### config.mk
export PLATFORM = sky130hd
export DESIGN_NAME = fnd_time_display_flat
export DESIGN_NICKNAME = d
export VERILOG_FILES = /design/src/rtl/fnd_time_display_if.sv /design/src/rtl/fnd_time_display.sv /design/src/flat_wrapper.sv
export SDC_FILE = /design/constraint.sdc
export NUM_CORES = 1
export LEC_CHECK = 0
export CORE_MARGIN = 2
export CORE_UTILIZATION = 55
export DETAILED_ROUTE_END_ITERATION = 8
export HOLD_SLACK_MARGIN = 0.08
export PLACE_DENSITY_LB_ADDON = 0.15
export SYNTH_ARGS = -nofsm -noshare
export SYNTH_HDL_FRONTEND = slang
export SYNTH_SLANG_ARGS = --single-unit
### constraint.sdc
create_clock -name i_clk -period 4.31 [get_ports i_clk]
set_input_delay 0.862 -clock i_clk [delete_from_list [all_inputs] [get_ports i_clk]]
set_output_delay 0.862 -clock i_clk [all_outputs]
set_load 0.01 [all_outputs]
### src/rtl/fnd_time_display_if.sv
// Time fields in from the clock counter, multiplexed FND pins out.
// Master drives the time fields; the display driver (slave) drives the pins.
interface fnd_time_display_if;
  logic [5:0] i_hour;
  logic [5:0] i_min;
  logic [5:0] i_sec;
  logic [6:0] i_msec;
  logic       i_mode;
  logic [3:0] o_fnd_com;
  logic [7:0] o_fnd_font;

  modport master (
    output i_hour, i_min, i_sec, i_msec, i_mode,
    input  o_fnd_com, o_fnd_font
  );

  modport slave (
    input  i_hour, i_min, i_sec, i_msec, i_mode,
    output o_fnd_com, o_fnd_font
  );
endinterface

### src/rtl/fnd_time_display.sv
// 4-digit common-anode FND scanner; the time fields are snapshotted once per frame so frames never tear.
// Outputs registered one cycle after digit index/snapshot; no backpressure, inputs are sampled free-running.
module fnd_time_display #(
  parameter int SCAN_DIV = 100000
) (
  input  logic              i_clk,
  input  logic              i_reset_n,
  fnd_time_display_if.slave bus
);

  localparam int PC_W = (SCAN_DIV > 2) ? $clog2(SCAN_DIV) : 1;
  localparam logic [PC_W-1:0] PC_LAST = PC_W'(SCAN_DIV - 1);

  typedef struct packed {
    logic [5:0] hour;
    logic [5:0] min;
    logic [5:0] sec;
    logic [6:0] msec;
    logic       mode;
  } snap_t;

  logic [PC_W-1:0] pc;
  logic [1:0]      d;
  snap_t           snap;
  logic            tick;

  logic [6:0] hi_val;
  logic [6:0] lo_val;
  logic [6:0] fld;
  logic [3:0] ones;
  logic [3:0] tens;
  logic [3:0] digit;
  logic       dash;
  logic       dp_on;
  logic [6:0] seg;
  logic [3:0] com_nxt;
  logic [7:0] font_nxt;

  assign tick = (pc == PC_LAST);

  // Segment pattern {g,f,e,d,c,b,a}, active-low.
  function automatic logic [6:0] seg_of(input logic [3:0] dig, input logic is_dash);
    logic [6:0] s;
    s = 7'h7F;
    if (is_dash) begin
      s = 7'h3F;
    end else begin
      case (dig)
        4'd0:    s = 7'h40;
        4'd1:    s = 7'h79;
        4'd2:    s = 7'h24;
        4'd3:    s = 7'h30;
        4'd4:    s = 7'h19;
        4'd5:    s = 7'h12;
        4'd6:    s = 7'h02;
        4'd7:    s = 7'h78;
        4'd8:    s = 7'h00;
        4'd9:    s = 7'h10;
        default: s = 7'h7F;
      endcase
    end
    return s;
  endfunction

  always_comb begin
    hi_val   = snap.mode ? {1'b0, snap.sec} : {1'b0, snap.hour};
    lo_val   = snap.mode ? snap.msec : {1'b0, snap.min};
    fld      = d[1] ? hi_val : lo_val;
    ones     = 4'(fld % 7'd10);
    tens     = 4'(fld / 7'd10);
    digit    = d[0] ? tens : ones;
    // Only the 7-bit msec field can exceed two decimal digits.
    dash     = (fld > 7'd99);
    dp_on    = (d == 2'd2) && (snap.mode || (snap.msec < 7'd50));
    seg      = seg_of(digit, dash);
    com_nxt  = ~(4'b0001 << d);
    font_nxt = {~dp_on, seg};
  end

  always_ff @(posedge i_clk) begin
    if (!i_reset_n) begin
      pc             <= '0;
      d              <= 2'd0;
      snap           <= '0;
      bus.o_fnd_com  <= 4'hF;
      bus.o_fnd_font <= 8'hFF;
    end else begin
      pc <= tick ? '0 : pc + PC_W'(1);
      if (tick) begin
        d <= d + 2'd1;
        if (d == 2'd3) begin
          snap <= '{hour: bus.i_hour, min: bus.i_min, sec: bus.i_sec,
                    msec: bus.i_msec, mode: bus.i_mode};
        end
      end
      // com and font move together on one edge, so no ghost digit appears.
      bus.o_fnd_com  <= com_nxt;
      bus.o_fnd_font <= font_nxt;
    end
  end

endmodule

### src/flat_wrapper.sv
// flat-port wrapper written by rule: the top's interface ports become plain ports
module fnd_time_display_flat 
#(
  parameter int SCAN_DIV = 100000
)
  (i_clk, i_reset_n, bus_i_hour, bus_i_min, bus_i_sec, bus_i_msec, bus_i_mode, bus_o_fnd_com, bus_o_fnd_font);
  fnd_time_display_if bus_i ();
  input  logic i_clk;
  input  logic i_reset_n;
  input wire logic [$bits(bus_i.i_hour)-1:0] bus_i_hour;
  input wire logic [$bits(bus_i.i_min)-1:0] bus_i_min;
  input wire logic [$bits(bus_i.i_sec)-1:0] bus_i_sec;
  input wire logic [$bits(bus_i.i_msec)-1:0] bus_i_msec;
  input wire logic [$bits(bus_i.i_mode)-1:0] bus_i_mode;
  output wire logic [$bits(bus_i.o_fnd_com)-1:0] bus_o_fnd_com;
  output wire logic [$bits(bus_i.o_fnd_font)-1:0] bus_o_fnd_font;
  assign bus_i.i_hour = bus_i_hour;
  assign bus_i.i_min = bus_i_min;
  assign bus_i.i_sec = bus_i_sec;
  assign bus_i.i_msec = bus_i_msec;
  assign bus_i.i_mode = bus_i_mode;
  assign bus_o_fnd_com = bus_i.o_fnd_com;
  assign bus_o_fnd_font = bus_i.o_fnd_font;
  fnd_time_display #(.SCAN_DIV(SCAN_DIV)) u_core (.i_clk(i_clk), .i_reset_n(i_reset_n), .bus(bus_i));
endmodule
-- Word level (Yosys, flattened, before mapping)
Memory sizes are Yosys's and may differ from the RTL's.
Index checks and enable logic that the tools add are counted.
- flip-flop bits (word level): 57
- bits in read-only memories: 112
- logic and storage cells: 34
- memories: 1
- output and inout bits: 12
- memories (name ; words ; bits a word ; rd ports ; clocked after Yosys merged registers in ; write ports ; RTL line ; text):
    (no name shown) ; 16 ; 7 ; 1 ; 0 ; 0 ; fnd_time_display.sv:48 ; case (dig)
- muxes and demuxes: 5
- magnitude comparators: 2
- add/sub/neg operators: 2
- eq/ne operators: 3
- shift operators: 1
- divide/modulo/power cells: 2
- bitwise operators: 3
- reductions and logical operators: 5
- operators by type and width (cell ; count):
    7-bit two-way mux ; 3
    17-bit by 1-bit adder with 17-bit output (second input constant) ; 1
    17-bit == test (second input constant) ; 1
    7-bit by 4-bit divider with 7-bit output (second input constant) ; 1
    7-bit greater-than comparator (second input constant) ; 1
    7-bit by 6-bit < comparator with 1-bit output (second input constant) ; 1
    7-bit by 4-bit modulo with 7-bit output (second input constant) ; 1
    6-bit two-way mux ; 1
    2-bit == test (second input constant) ; 2
    4-bit two-way mux ; 1
    4-bit inverter ; 1
    2-bit OR reduction ; 2
    1-bit by 2-bit << shifter with 4-bit output (first input constant) ; 1
    2-bit by 1-bit adder with 2-bit output (second input constant) ; 1
    1-bit inverter ; 2
    2-bit AND reduction ; 1
    1-bit logical AND ; 1
    1-bit logical OR ; 1

-- Logic depth before layout (Yosys ltp)
An unclocked memory read counts as a cell.
- depth after elaboration: 6
- gate-level depth with buffers: 18
- mapped depth without buffers: 16

-- Worst setup path after synthesis
No wires, ideal clock.
- path kind: register to register
- start: reg u_core.snap[0] in the netlist's numbering
- end: reg u_core.bus.o_fnd_font[4]
- cell stages (with the launch flop): 18
- arrival time: 3.261 ns
- setup time: 0.122 ns
- clock period less this slack: 3.383 ns
- path slack: 0.927 ns
- buffers on the path: 1
- path through: dfxtp_1 buf_6 mux4_2 clkinv_2 nand3_4 o22ai_1 or3_1 inv_1 ha_1 and2_1 a311oi_2 or2b_1 o21a_1 inv_1 ha_1 inv_1 a211oi_1 o21bai_1
- cells in the longest elaborated chain, start to end: 5
- ends and longest elaborated chain (what ; RTL line ; text):
    start, declared ; fnd_time_display.sv:24 ; snap_t snap;
    start signal, assigned ; fnd_time_display.sv:92 ; snap <= '{hour: bus.i_hour, min: bus.i_min, sec: bus.i_sec,
    7-bit two-way mux / 6-bit two-way mux (equally long branches) ; fnd_time_display.sv:67, fnd_time_display.sv:66 ;
    7-bit two-way mux * ; fnd_time_display.sv:68 ; fld = d[1] ? hi_val : lo_val;
    7-bit by 4-bit modulo with 7-bit output / 7-bit by 4-bit divider with 7-bit output (equally long branches) ; fnd_time_display.sv:69, fnd_time_display.sv:70 ;
    4-bit two-way mux ; fnd_time_display.sv:71 ; digit = d[0] ? tens : ones;
    memory 16 x 7 bit ; -- ;
    end signal, assigned ; fnd_time_display.sv:98 ; bus.o_fnd_font <= font_nxt;
    end, declared ; fnd_time_display_if.sv:19 ; output o_fnd_com, o_fnd_font
Every way passes the cells marked *; elsewhere a longest branch is shown, timed or not.
A chain may end at the register's enable or synchronous reset.

-- Final worst setup path
Same ends and word-level chain as after synthesis.

==> flow_metrics.tcl <==
set metrics [dict create \
    tightest_slew_ns 0.8747 \
    first_iter_violations 105 \
    rr_startpoint "u_core.snap[0]" \
    worst_ep_arrival_time_ns 4.06 \
    startpoint "u_core.snap[0]" \
    slowest_delay_ns 0.66 \
    p_total_w 0.001005 \
    slew_headroom_pct 41.15 \
    cts_htree_levels 3 \
    fillers 474 \
    maxSlewViolCount 0 \
    grt_first_pass_wirelength_um 11010 \
    worst_path_most_repeated_cell "inv_1" \
    max_freq_ghz 0.2605 \
    root_buffer "clkbuf_8" \
    swShare_pct 21.71 \
    hold_viol 0 \
    post_cts_buffers 0 \
    track_usage_pct 22.88 \
    drv_cap 0 \
    start_util_pct 56.38 \
    pwr_density_cell_mw_per_mm2 275.6 \
    grt_start_max_net_pins 37 \
    cts_resized 0 \
    portBuffers 39 \
    power_frac_seq_pct 53.4 \
    seq_area_frac_synth_pct 37.21 \
    diodes 0 \
    setup_viol 0 \
    io_pins 40 \
    synth.distinct_cells 57 \
    dp_hpwl_um 4721 \
    die_width_um 78.67 \
    drtPass1Iterations 4 \
    synthesis.area_sq_mm 0.003067 \
    finalCritPeriodShare_pct 89.06 \
    clock_path_buffers 2 \
    end_kind "flop" \
    pwr-share-comb_pct 5.2 \
    synth_warnings 0 \
    synth_edf_count 0 \
    ir_drop_mv 0.2349 \
    fin_crit_ns 3.838 \
    cts_tree "done" \
    grt_pass1_vias 2472 \
    p_sw_w 0.0002181 \
    die-area_sq_mm 0.006189 \
    setup_tns_ns 0 \
    drive_gt1_share_pct 8.060 \
    numCtsBuffers 9 \
    syn_avg_cell_area_sq_um 8.614 \
    syn_to_final_growth_pct 18.85 \
    synth_flop_cell "dfxtp_1" \
    drc_errors 0 \
    num_vias 2588 \
    path_clk_slew_ns 0.06 \
    grt-ovfl-total 0 \
    synth.net_count 395 \
    cp_slowest_cell "mux4_2" \
    antenna_found_initial 0 \
    cts_hold_buf 0 \
    power.internal_w 0.0007864 \
    min_path_type "flop to flop" \
    finClkSkew_ns 0.007820 \
    crit_family "compound AO/OA/AOI/OAI gates" \
    ant_nets 0 \
    coreArea_sq_mm 0.005439 \
    final_nets 432 \
    cts_sinks 57 \
    globalplace.congestion 0.8951 \
    rsz0062_at_grt "false" \
    power_frac_clock_pct 41.4 \
    vias_per_cell 5.518 \
    finalWirelength_um 6422 \
    dieHeight_um 78.67 \
    cp_max_fo 9 \
    status "finished, final reports clean" \
    std_cell_rows 27 \
    cp.required_ns 4.53 \
    path_buf_inv 4 \
    synth_seq_cells 57 \
    async_reset_ff_share_pct 0 \
    avgRoutedWirePerCell_um 13.69 \
    worstSetupStartpointType "flop" \
    path_cells "mux4_2, clkinv_2, nand3_4, o22ai_1, or3_1, inv_1, ha_1, and2_1, a311oi_2, or2b_1, o21a_1, inv_1, ha_1, inv_1, a211oi_1, o21bai_1" \
    insertion_delay_ns 0.33 \
    worstSetupPathType "flop to flop" \
    min_from "u_core.snap[14]" \
    synthCells 356 \
    p_leak_nw 1.274 \
]
==> power by group through the flow <==
stage                     Combinational, W  Clock (W)  Sequential (W)
after floorplan                  0.0000148          0        0.000549
after global placement           0.0000515          0        0.000548
after detailed placement         0.0000522          0        0.000548
after CTS                        0.0000524   0.000425        0.000536
after global routing             0.0000567   0.000453        0.000536
final                            0.0000521   0.000416        0.000536
==> synth_stat cells, types with 3 or more instances <==
cell	instances	area share [%]
o21ai_1	4	0.65
o31ai_1	3	0.73
xnor2_1	6	1.7
nand3_1	10	1.6
mux4_2	6	4.4
o21ai_0	6	0.98
and2_1	5	1.0
xor2_1	9	2.6
or3_1	3	0.61
nand4_1	4	0.82
o211ai_1	4	0.98
mux2i_1	6	2.0
nor2_1	29	3.5
buf_6	3	1.1
a21oi_1	6	0.98
a21boi_0	26	6.4
nand2_1	71	8.7
and3_1	9	1.8
dfxtp_1	57	37
nor2b_1	7	1.4
ha_1	11	4.5
inv_1	13	1.6
o21bai_1	3	0.73
clkbuf_1	11	1.3
nand2b_1	3	0.61
==> cell families after synthesis <==
| group | synth area share [%] |
|---|---|
| AND/OR/NAND/NOR | 24.72 |
| buffers and inverters | 4.732 |
| XOR/XNOR | 4.284 |
| AO/OA/AOI/OAI | 17.87 |
| multiplexers | 6.365 |
| flip-flops | 37.21 |
| adder cells (fa/ha/maj) | 4.814 |
==> final timing paths <==
check	end	slack (ns)	cells past startpoint
max	u_core.bus.o_fnd_font[4]	0.47	16
min	u_core.snap[14]	0.47	2
max reg2reg	u_core.bus.o_fnd_font[4]	0.47	16
min reg2reg	u_core.snap[14]	0.47	2
==> metal layers <==
layer  GRT usage, %  routed length (um)
met1          30.65                3175
met2          34.53                2819
met3          6.092                 266
met4          10.18                 160
met5              0                   0
==> cells in the final DEF, fill, tap and decap left out, drive strengths merged, types with 2 or more instances in the layout <==
cell type,netlist,layout
a211oi,2,2
a21boi,26,26
a21oi,6,6
a221o,2,2
a2bb2oi,2,2
a31oi,3,3
and2,5,5
and3,9,9
and4,3,3
buf,5,3
clkbuf,11,12
clkdlybuf4s50,0,39
clkinv,1,3
dfxtp,57,57
ha,11,11
inv,14,14
mux2i,6,6
mux4,6,6
nand2,71,71
nand2b,3,3
nand3,11,11
nand4,4,4
nor2,29,29
nor2b,7,7
nor4,2,2
nor4b,2,2
o211ai,4,4
o21a,2,2
o21ai,10,10
o21bai,3,3
o22ai,2,2
o31ai,3,3
o32a,3,3
or3,3,3
xnor2,6,6
xor2,9,9
==> stage by stage <==
stage	instances	utilization (%)	area [sq um]	setup slack [ns]	hold slack, ns
6_report	469	67.01	3645	0.4716	0.4705
5_1_grt	469	67.01	3645	0.1296	0.4917
4_1_cts	469	67.01	3645	0.4919	0.4720
3_5_place_dp	454	64.02	3482	0.5133	0.4643
3_3_place_gp	454	64.02	3482	0.6650	0.4492
2_1_floorplan	356	-	3067	0.9274	0.4377
==> worst min-delay path, delay by kind of cell, from the launching register on <==
kind | cells | cell delay, ns
compound gates | 1 | 0.07
flops | 1 | 0.31
simple gates | 1 | 0.05
==> layout make-up <==
class                      instances  area (sq um)  area share (%)
clock inverter                     3         17.52          0.4806
tap                               72         90.09           2.472
sequential                        57          1141           31.31
multi-input combinational        268          1780           48.85
inverter                          15         57.56           1.579
clock buffer                      12         145.1           3.982
timing repair buffer              42         412.9           11.33
==> state kept, by name, summed over array words and instances, names as in the netlist <==
name and count:
u_core.pc 17, u_core.bus.o_fnd_font 8, u_core.bus.o_fnd_com 4, u_core.snap 26
u_core.d 2
No activity file was read; power rests on OpenSTA's default activity.
